==> config.mk <==
export PLATFORM = sky130hd
export DESIGN_NAME = axi_ar_arbiter
export DESIGN_NICKNAME = d
export VERILOG_FILES = /design/src/rtl/axi_ar_arbiter.sv
export SDC_FILE = /design/constraint.sdc
export NUM_CORES = 1
export LEC_CHECK = 0
export CELL_PAD_IN_SITES_DETAIL_PLACEMENT = 2
export CELL_PAD_IN_SITES_GLOBAL_PLACEMENT = 2
export CORE_MARGIN = 2
export CORE_UTILIZATION = 19
export DETAILED_ROUTE_END_ITERATION = 16
export GPL_ROUTABILITY_DRIVEN = 0
export PLACE_DENSITY_LB_ADDON = 0.1
export SLEW_MARGIN = 30
export SYNTH_ARGS = -nofsm -noshare
export SYNTH_HDL_FRONTEND = slang
export SYNTH_SLANG_ARGS = --single-unit
==> constraint.sdc <==
create_clock -name ACLK -period 1.75 [get_ports ACLK]
set_input_delay 0.525 -clock ACLK [delete_from_list [all_inputs] [get_ports ACLK]]
set_output_delay 0.525 -clock ACLK [all_outputs]
set_load 0.02 [all_outputs]
==> src/rtl/axi_ar_arbiter.sv <==
// axi_ar_arbiter: AR-channel arbiter/router for the 2-master x 3-slave AXI interconnect.
// Arbitrates M0/M1 read-address requests, decodes ARADDR to S0/S1/DEFAULT, and prefixes
// the master index onto ARID so the R return mux can route data back. Each master may
// have one read burst outstanding; its flag clears on the master-side RLAST handshake.
// Optional feature macro: AR_RR_EN (round-robin tie-breaking instead of fixed M0 > M1).
//
// Handshake rule: a transfer happens on a rising ACLK edge where VALID and READY are both
// high. The master-side ARREADY is a same-cycle combinational grant in IDLE. The slave-side
// ARVALID is driven from registers only and, once high, stays high with a stable payload
// until the addressed slave returns ARREADY.
module axi_ar_arbiter #(
    parameter int          ID_BITS   = 4,
    parameter int          IDS_BITS  = 8,
    parameter int          ADDR_BITS = 32,
    parameter logic [31:0] S0_BASE   = 32'h0000_0000,
    parameter logic [31:0] S1_BASE   = 32'h0001_0000
) (
    input  logic                 ACLK,
    input  logic                 ARESETn,
    // master 0 AR
    input  logic [ID_BITS-1:0]   ARID_M0,
    input  logic [ADDR_BITS-1:0] ARADDR_M0,
    input  logic [3:0]           ARLEN_M0,
    input  logic [2:0]           ARSIZE_M0,
    input  logic [1:0]           ARBURST_M0,
    input  logic                 ARVALID_M0,
    output logic                 ARREADY_M0,
    // master 1 AR
    input  logic [ID_BITS-1:0]   ARID_M1,
    input  logic [ADDR_BITS-1:0] ARADDR_M1,
    input  logic [3:0]           ARLEN_M1,
    input  logic [2:0]           ARSIZE_M1,
    input  logic [1:0]           ARBURST_M1,
    input  logic                 ARVALID_M1,
    output logic                 ARREADY_M1,
    // master-side R-channel monitor taps
    input  logic                 RVALID_M0,
    input  logic                 RREADY_M0,
    input  logic                 RLAST_M0,
    input  logic                 RVALID_M1,
    input  logic                 RREADY_M1,
    input  logic                 RLAST_M1,
    // shared slave-side payload
    output logic [IDS_BITS-1:0]  ARID_S,
    output logic [ADDR_BITS-1:0] ARADDR_S,
    output logic [3:0]           ARLEN_S,
    output logic [2:0]           ARSIZE_S,
    output logic [1:0]           ARBURST_S,
    // one-hot slave requests
    output logic                 ARVALID_S0,
    output logic                 ARVALID_S1,
    output logic                 ARVALID_DEFAULT,
    input  logic                 ARREADY_S0,
    input  logic                 ARREADY_S1,
    input  logic                 ARREADY_DEFAULT,
    // debug taps: FSM state (0=IDLE, 1=ISSUE) and outstanding flags {OUT_M1, OUT_M0}
    output logic                 o_dbg_state,
    output logic [1:0]           o_dbg_out
);

    localparam int IDX_W = IDS_BITS - ID_BITS;
    localparam logic [IDX_W-1:0] IDX_M0 = IDX_W'(0);
    localparam logic [IDX_W-1:0] IDX_M1 = IDX_W'(1);

    typedef enum logic {
        ST_IDLE  = 1'b0,
        ST_ISSUE = 1'b1
    } state_t;

    typedef enum logic [1:0] {
        SEL_S0  = 2'd0,
        SEL_S1  = 2'd1,
        SEL_DEF = 2'd2
    } sel_t;

    state_t               r_state;
    state_t               w_state_nxt;
    sel_t                 r_sel;
    logic                 r_out_m0;
    logic                 r_out_m1;
    logic [IDS_BITS-1:0]  r_arid;
    logic [ADDR_BITS-1:0] r_araddr;
    logic [3:0]           r_arlen;
    logic [2:0]           r_arsize;
    logic [1:0]           r_arburst;

    logic                 w_req0;
    logic                 w_req1;
    logic                 w_gnt0;
    logic                 w_gnt1;
    logic                 w_capture;
    logic                 w_rlast_hs0;
    logic                 w_rlast_hs1;
    logic [IDS_BITS-1:0]  w_cap_id;
    logic [ADDR_BITS-1:0] w_cap_addr;
    logic [3:0]           w_cap_len;
    logic [2:0]           w_cap_size;
    logic [1:0]           w_cap_burst;
    sel_t                 w_cap_sel;

    // Address decode on the 64 KiB region index; anything unmatched goes to DEFAULT.
    function automatic sel_t decode(input logic [ADDR_BITS-1:0] addr);
        if (addr[31:16] == S0_BASE[31:16]) begin
            return SEL_S0;
        end else if (addr[31:16] == S1_BASE[31:16]) begin
            return SEL_S1;
        end else begin
            return SEL_DEF;
        end
    endfunction

    // A master with a burst already outstanding is not eligible.
    assign w_req0 = ARVALID_M0 & ~r_out_m0;
    assign w_req1 = ARVALID_M1 & ~r_out_m1;

    assign w_rlast_hs0 = RVALID_M0 & RREADY_M0 & RLAST_M0;
    assign w_rlast_hs1 = RVALID_M1 & RREADY_M1 & RLAST_M1;

`ifdef AR_RR_EN
    // Index of the most recently captured master; reset to 1 so M0 wins the first tie.
    logic r_last_gnt;

    // On a tie the master that was not granted last time wins.
    assign w_gnt0 = w_req0 & (~w_req1 | r_last_gnt);
    assign w_gnt1 = w_req1 & (~w_req0 | ~r_last_gnt);

    // Remember the winner of every capture for the next tie-break.
    always_ff @(posedge ACLK or negedge ARESETn) begin
        if (!ARESETn) begin
            r_last_gnt <= 1'b1;
        end else if (w_capture) begin
            r_last_gnt <= ARREADY_M1;
        end
    end
`else
    // Fixed priority: M0 always beats M1.
    assign w_gnt0 = w_req0;
    assign w_gnt1 = w_req1 & ~w_req0;
`endif

    // Select the winning master's payload and prefix its index onto the ID.
    always_comb begin
        w_cap_id    = {IDX_M0, ARID_M0};
        w_cap_addr  = ARADDR_M0;
        w_cap_len   = ARLEN_M0;
        w_cap_size  = ARSIZE_M0;
        w_cap_burst = ARBURST_M0;
        if (w_gnt1) begin
            w_cap_id    = {IDX_M1, ARID_M1};
            w_cap_addr  = ARADDR_M1;
            w_cap_len   = ARLEN_M1;
            w_cap_size  = ARSIZE_M1;
            w_cap_burst = ARBURST_M1;
        end
        w_cap_sel = decode(w_cap_addr);
    end

    // Next-state and handshake outputs: grant in IDLE, hold the slave request in ISSUE.
    always_comb begin
        w_state_nxt     = r_state;
        w_capture       = 1'b0;
        ARREADY_M0      = 1'b0;
        ARREADY_M1      = 1'b0;
        ARVALID_S0      = 1'b0;
        ARVALID_S1      = 1'b0;
        ARVALID_DEFAULT = 1'b0;
        case (r_state)
            ST_IDLE: begin
                ARREADY_M0 = w_gnt0;
                ARREADY_M1 = w_gnt1;
                if (w_gnt0 | w_gnt1) begin
                    w_capture   = 1'b1;
                    w_state_nxt = ST_ISSUE;
                end
            end
            ST_ISSUE: begin
                case (r_sel)
                    SEL_S0: begin
                        ARVALID_S0 = 1'b1;
                        if (ARREADY_S0) w_state_nxt = ST_IDLE;
                    end
                    SEL_S1: begin
                        ARVALID_S1 = 1'b1;
                        if (ARREADY_S1) w_state_nxt = ST_IDLE;
                    end
                    SEL_DEF: begin
                        ARVALID_DEFAULT = 1'b1;
                        if (ARREADY_DEFAULT) w_state_nxt = ST_IDLE;
                    end
                    default: w_state_nxt = ST_IDLE;
                endcase
            end
            default: w_state_nxt = ST_IDLE;
        endcase
    end

    // State register.
    always_ff @(posedge ACLK or negedge ARESETn) begin
        if (!ARESETn) begin
            r_state <= ST_IDLE;
        end else begin
            r_state <= w_state_nxt;
        end
    end

    // Payload capture register; held unchanged until the next capture.
    always_ff @(posedge ACLK or negedge ARESETn) begin
        if (!ARESETn) begin
            r_sel     <= SEL_S0;
            r_arid    <= '0;
            r_araddr  <= '0;
            r_arlen   <= '0;
            r_arsize  <= '0;
            r_arburst <= '0;
        end else if (w_capture) begin
            r_sel     <= w_cap_sel;
            r_arid    <= w_cap_id;
            r_araddr  <= w_cap_addr;
            r_arlen   <= w_cap_len;
            r_arsize  <= w_cap_size;
            r_arburst <= w_cap_burst;
        end
    end

    // Outstanding flags: set on grant, cleared by RLAST handshake. A set needs the flag
    // low and a clear only matters with it high, so the two never collide.
    always_ff @(posedge ACLK or negedge ARESETn) begin
        if (!ARESETn) begin
            r_out_m0 <= 1'b0;
            r_out_m1 <= 1'b0;
        end else begin
            if (ARREADY_M0) begin
                r_out_m0 <= 1'b1;
            end else if (w_rlast_hs0) begin
                r_out_m0 <= 1'b0;
            end
            if (ARREADY_M1) begin
                r_out_m1 <= 1'b1;
            end else if (w_rlast_hs1) begin
                r_out_m1 <= 1'b0;
            end
        end
    end

    assign ARID_S      = r_arid;
    assign ARADDR_S    = r_araddr;
    assign ARLEN_S     = r_arlen;
    assign ARSIZE_S    = r_arsize;
    assign ARBURST_S   = r_arburst;
    assign o_dbg_state = r_state;
    assign o_dbg_out   = {r_out_m1, r_out_m0};

endmodule

Yosys cells after proc, flatten, opt, wreduce, memory -nomap -nowiden
Cells that the tools add are included.
{ "classes": {"eq_ne": 3, "n_mux": 26, "reduce_logical": 4, "bitwise": 12} }
{ "op_table": {"columns": ["op", "count"], "rows": [
  ["32-bit two-way mux", 1],
  ["1-bit two-way mux", 17],
  ["16-bit by 1-bit equality test with 1-bit output, second input constant", 1],
  ["16-bit zero test", 1],
  ["1-bit AND", 7],
  ["2-bit two-way mux", 3],
  ["5-bit two-way mux", 1],
  ["4-bit two-way mux", 1],
  ["1-bit inverter", 4],
  ["2-bit nonzero test", 2],
  ["3-bit two-way mux", 1],
  ["1-bit case mux with 3 select lines", 1],
  ["2-bit by 1-bit equality test with 1-bit output, second input constant", 1],
  ["2-bit equality test, second input constant", 1],
  ["2-bit zero test", 1],
  ["1-bit case mux with 2 select lines", 1],
  ["1-bit bitwise OR", 1]
]} }
{ "totals": {"in_bits": 103, "register_bits": 54, "elab_cells": 54} }

Longest topological paths before layout
{ "logic_depth": {"word_depth": 8, "ltp_mapped": 6, "mapped_depth_nobuf": 4} }

Worst setup path after synthesis
No wires, ideal clock.
{ "synth_path": {"path_type": "input to output", "startpoint": "input ARVALID_M1", "endpoint": "output ARREADY_M1", "arrival_ns": 1.267, "path_slack_ns": -0.042, "stages": 4, "cell_sequence": "nand2b_4 > nand2b_2 > buf_4 > nor2_1"} }
{ "synth_via": {"elab_chain_len": 3} }
{ "synth_lines": {"columns": ["element", "line", "source"], "rows": [
  ["from (decl)", "34", "input logic ARVALID_M1,"],
  ["1-bit AND", "114", "assign w_req1 = ARVALID_M1 & ~r_out_m1;"],
  ["1-bit AND", "138", "assign w_gnt1 = w_req1 & ~w_req0;"],
  ["1-bit two-way mux", "167", "case (r_state)"],
  ["to (decl)", "35", "output logic ARREADY_M1,"]
]} }
No other way between the ends.

Worst setup path in the final report
{ "layout_path": {"startpoint": "input ARVALID_M0", "endpoint": "output ARREADY_M0"} }
{ "layout_via": {"elab_chain_len": 2} }
{ "layout_lines": {"columns": ["element", "line", "source"], "rows": [
  ["from (decl)", "26", "input logic ARVALID_M0,"],
  ["1-bit AND", "113", "assign w_req0 = ARVALID_M0 & ~r_out_m0;"],
  ["1-bit two-way mux", "167", null],
  ["to (decl)", "27", "output logic ARREADY_M0,"]
]} }
No other way between the ends.

==> summary.txt <==
Status
  • Outcome: finished with violations
  • Failing checks: setup timing

Timing
  • Final setup fails: 2
  • Count of pins over their slew limit: 0
  • TNS Setup: -0.0729 ns
  • Fmax: 0.558 GHz
  • Clock Skew: between 0.008 and 0.009 ns
  • Final cycle utilization of the critical path: 1.02
  • Worst hold margin: 0.207 ns
  • Final Critical Period: about 1.8 ns
  • Final hold viol count: 0
  • Worst Slack Setup Final: -0.0417 ns
  • Unrepaired setup endpoints after global routing: true

Floorplanning
  • Core ar.: about 0.013 sq mm
  • Die Wd: about 120 um
  • Rows: 41
  • Die height: roughly 120 um
  • I/O pin count: 160
  • Die area: ~0.014 sq mm
  • Starting Density: 0.196

Detailed routing
  • Pre-antenna DRT Iters: 3
  • DR WL/cell: roughly 17 um
  • WL final: approximately 11,000 um
  • Via count: between 2k and 3k
  • DRC viols: 0
  • Iteration-0 DRC Markers: 71
  • Vias per cell: 4.30
  • Post-DRT Antenna Nets: 0

Cells and area
  • FF/Latch Area: approximately 0.0013 sq mm
  • Fillers: between 1k and 1.5k
  • Fin nets: between 500 and 600
  • Fin util: 0.362
  • Area of the multi-input gates: about 0.0011 sq mm
  • Ant diodes: 0
  • Final non-filler cell total: 644
  • Layout cells sized above 1: 0.146
  • Area delta synth->final: 84.6%

Clocking
  • Clock slew at reported path FFs: about 0.070 ns
  • # H-tree levels: 2
  • Deepest clock path buffer count: 2
  • Cts bufs inserted: 5
  • CTS tree: yes
  • CTS root buf: clkbuf_16
  • Worst-skew pair later-pin latency: ~0.30 ns
  • Clk sinks: between 50 and 60

Placement
  • Placed Cells: 630
  • HPWL after detailed placement: 7620 um
  • Port Buffer Count: between 150 and 200

Yosys
  • Post-synth top cells: nand2_1, dfrtp_1, nor2_1
  • Syn Area/Cell: approximately 8.4 sq um
  • Post-synthesis cell type count: 25
  • Mapped Area: between 0.002 and 0.0025 sq mm
  • Sequential fraction of the synthesis area: 0.514
  • Synth warnings: 0
  • Largest cells by area after synthesis: dfrtp_1, nand2_1, a31oi_1
  • Ys async rst share: 1.00
  • EDFF count, synth: 0
  • Yosys reg bits: 51
  • Syn Inst Count: 295
  • Cell taking the most area after synthesis: dfrtp_1
  • Most used DFF post-synth: dfrtp_1
  • Area share of the largest cell type after synthesis: 0.514
  • Count leader, synth: nand2_1

Global routing
  • Largest net degree at the start of global routing: 95
  • Vias in the first global route: 3,027
  • Tot GR Track Use: 0.154
  • Initial antenna violation count: 0
  • Grt total ovfl: 0
  • Global-route wire length before repair: 16,900 um

Worst setup path
  • Worst R2R Start: r_out_m1
  • Crit path buf inv count: 3
  • Worst EP arrival: about 1.3 ns
  • Setup CP Type: primary input to primary output
  • Crit path launch: ARVALID_M0
  • Cell family with most CP delay: buffers and inverters
  • Setup crit end kind: primary output
  • Slowest cell on crit path: dlygate4sd2_1
  • CP max stage delay: around 0.24 ns
  • Required @ worst endpoint: ~1.2 ns
  • Crit path launch type: primary input
  • CP Cell Sequence: dlygate4sd2_1 -> nand2b_4 -> a21oi_4 -> nand2_4 -> inv_2 -> buf_6
  • Crit Path Max Fanout: 3

Power
  • Cell Pwr Density: between 1500 and 2000 mW/mm^2
  • Peak supply drop: approximately 0.00055 V
  • Leakage: roughly 2 nW

Worst hold path
  • Worst Hold Class: primary input to asynchronous set/reset pin

Flow run
  • Max Cap Viol: 0
==> registers in the layout, summed over array words and instances (netlist names) <==
signal	flops
ARADDR_S	32
ARBURST_S	2
ARID_S	5
ARLEN_S	4
ARSIZE_S	3
o_dbg_state	1
r_out_m0	1
r_out_m1	1
r_sel	2
==> through the flow <==
stage | cell area (sq um) | worst slack (ns) | power (W)
global route | 4590 | -0.0871 | 0.00764
floorplan | 2490 | 0.0735 | 0.00433
finish | 4590 | -0.0417 | 0.00710
detailed placement | 4360 | -0.848 | 0.00641
CTS | 4540 | -0.0555 | 0.00720
global placement | 4360 | -0.800 | 0.00628
==> path summary, 6_finish.rpt <==
kind                       depth (start not counted)           to  slack (ns)
max in group asynchronous                          2  o_dbg_state        1.25
setup reg to reg                                   6     r_sel[1]        0.12
min in group ACLK                                  1    ARID_S[4]        0.49
hold reg to reg                                    1    ARID_S[4]        0.49
setup / recovery                                   6   ARREADY_M0       -0.04
hold / removal                                     2  ARADDR_S[4]        0.21
==> cell usage in the layout (no fill, tap or decap), drive strengths merged, types with 4 or more instances in the layout <==
master         instances
nand3                  4
nor2                  47
buf                   43
a31oi                 46
dlygate4sd2           51
clkbuf                 7
nand2                 94
nor4                   6
clkdlybuf4s50         96
dfrtp                 51
==> final cells by class <==
class / count / area share
clock buffer: 6 / 0.0303
clock inverter: 1 / 0.00109
inverter: 2 / 0.00164
multi-input combinational: 219 / 0.247
sequential: 51 / 0.278
tap: 172 / 0.0469
timing repair buffer: 193 / 0.395
==> what timing repair did <==
item                                    in CTS  in global routing
buffers inserted                             7                  0
hold buffers                                 0                  0
endpoints found under the setup margin     102                 53
pin swaps                                    2                  2
resized for setup                           91                 16
endpoints found under the hold margin        0                  0
==> where the power goes <==
part | switching [W] | total [W] | internal [W]
Sequential | 0.000320 | 0.00210 | 0.00178
Combinational | 0.00229 | 0.00396 | 0.00168
Clock | 0.000470 | 0.00103 | 0.000561
Total | 0.00308 | 0.00710 | 0.00402
==> cells by family (layout without fill, tap and decap cells) <==
| logic type | Yosys count | after routing | synth area share |
|---|---|---|---|
| simple gates | 163 | 163 | 0.275 |
| mux | 1 | 1 | 0.00453 |
| other cells | 1 | 3 | 0.00151 |
| flops | 51 | 51 | 0.514 |
| buf+inv | 27 | 202 | 0.0705 |
| compound gates | 52 | 52 | 0.134 |
==> layer usage <==
layer,routed length (um),part of all wire,vias to the layer above,global-route usage
li1,-,-,1340,-
met1,4580,0.43,1330,0.184
met2,5210,0.49,93,0.262
met3,779,0.073,6,0.0594
met4,99,0.0093,0,0.0339
met5,0,0,-,0
(Power assumes the default switching activity.)
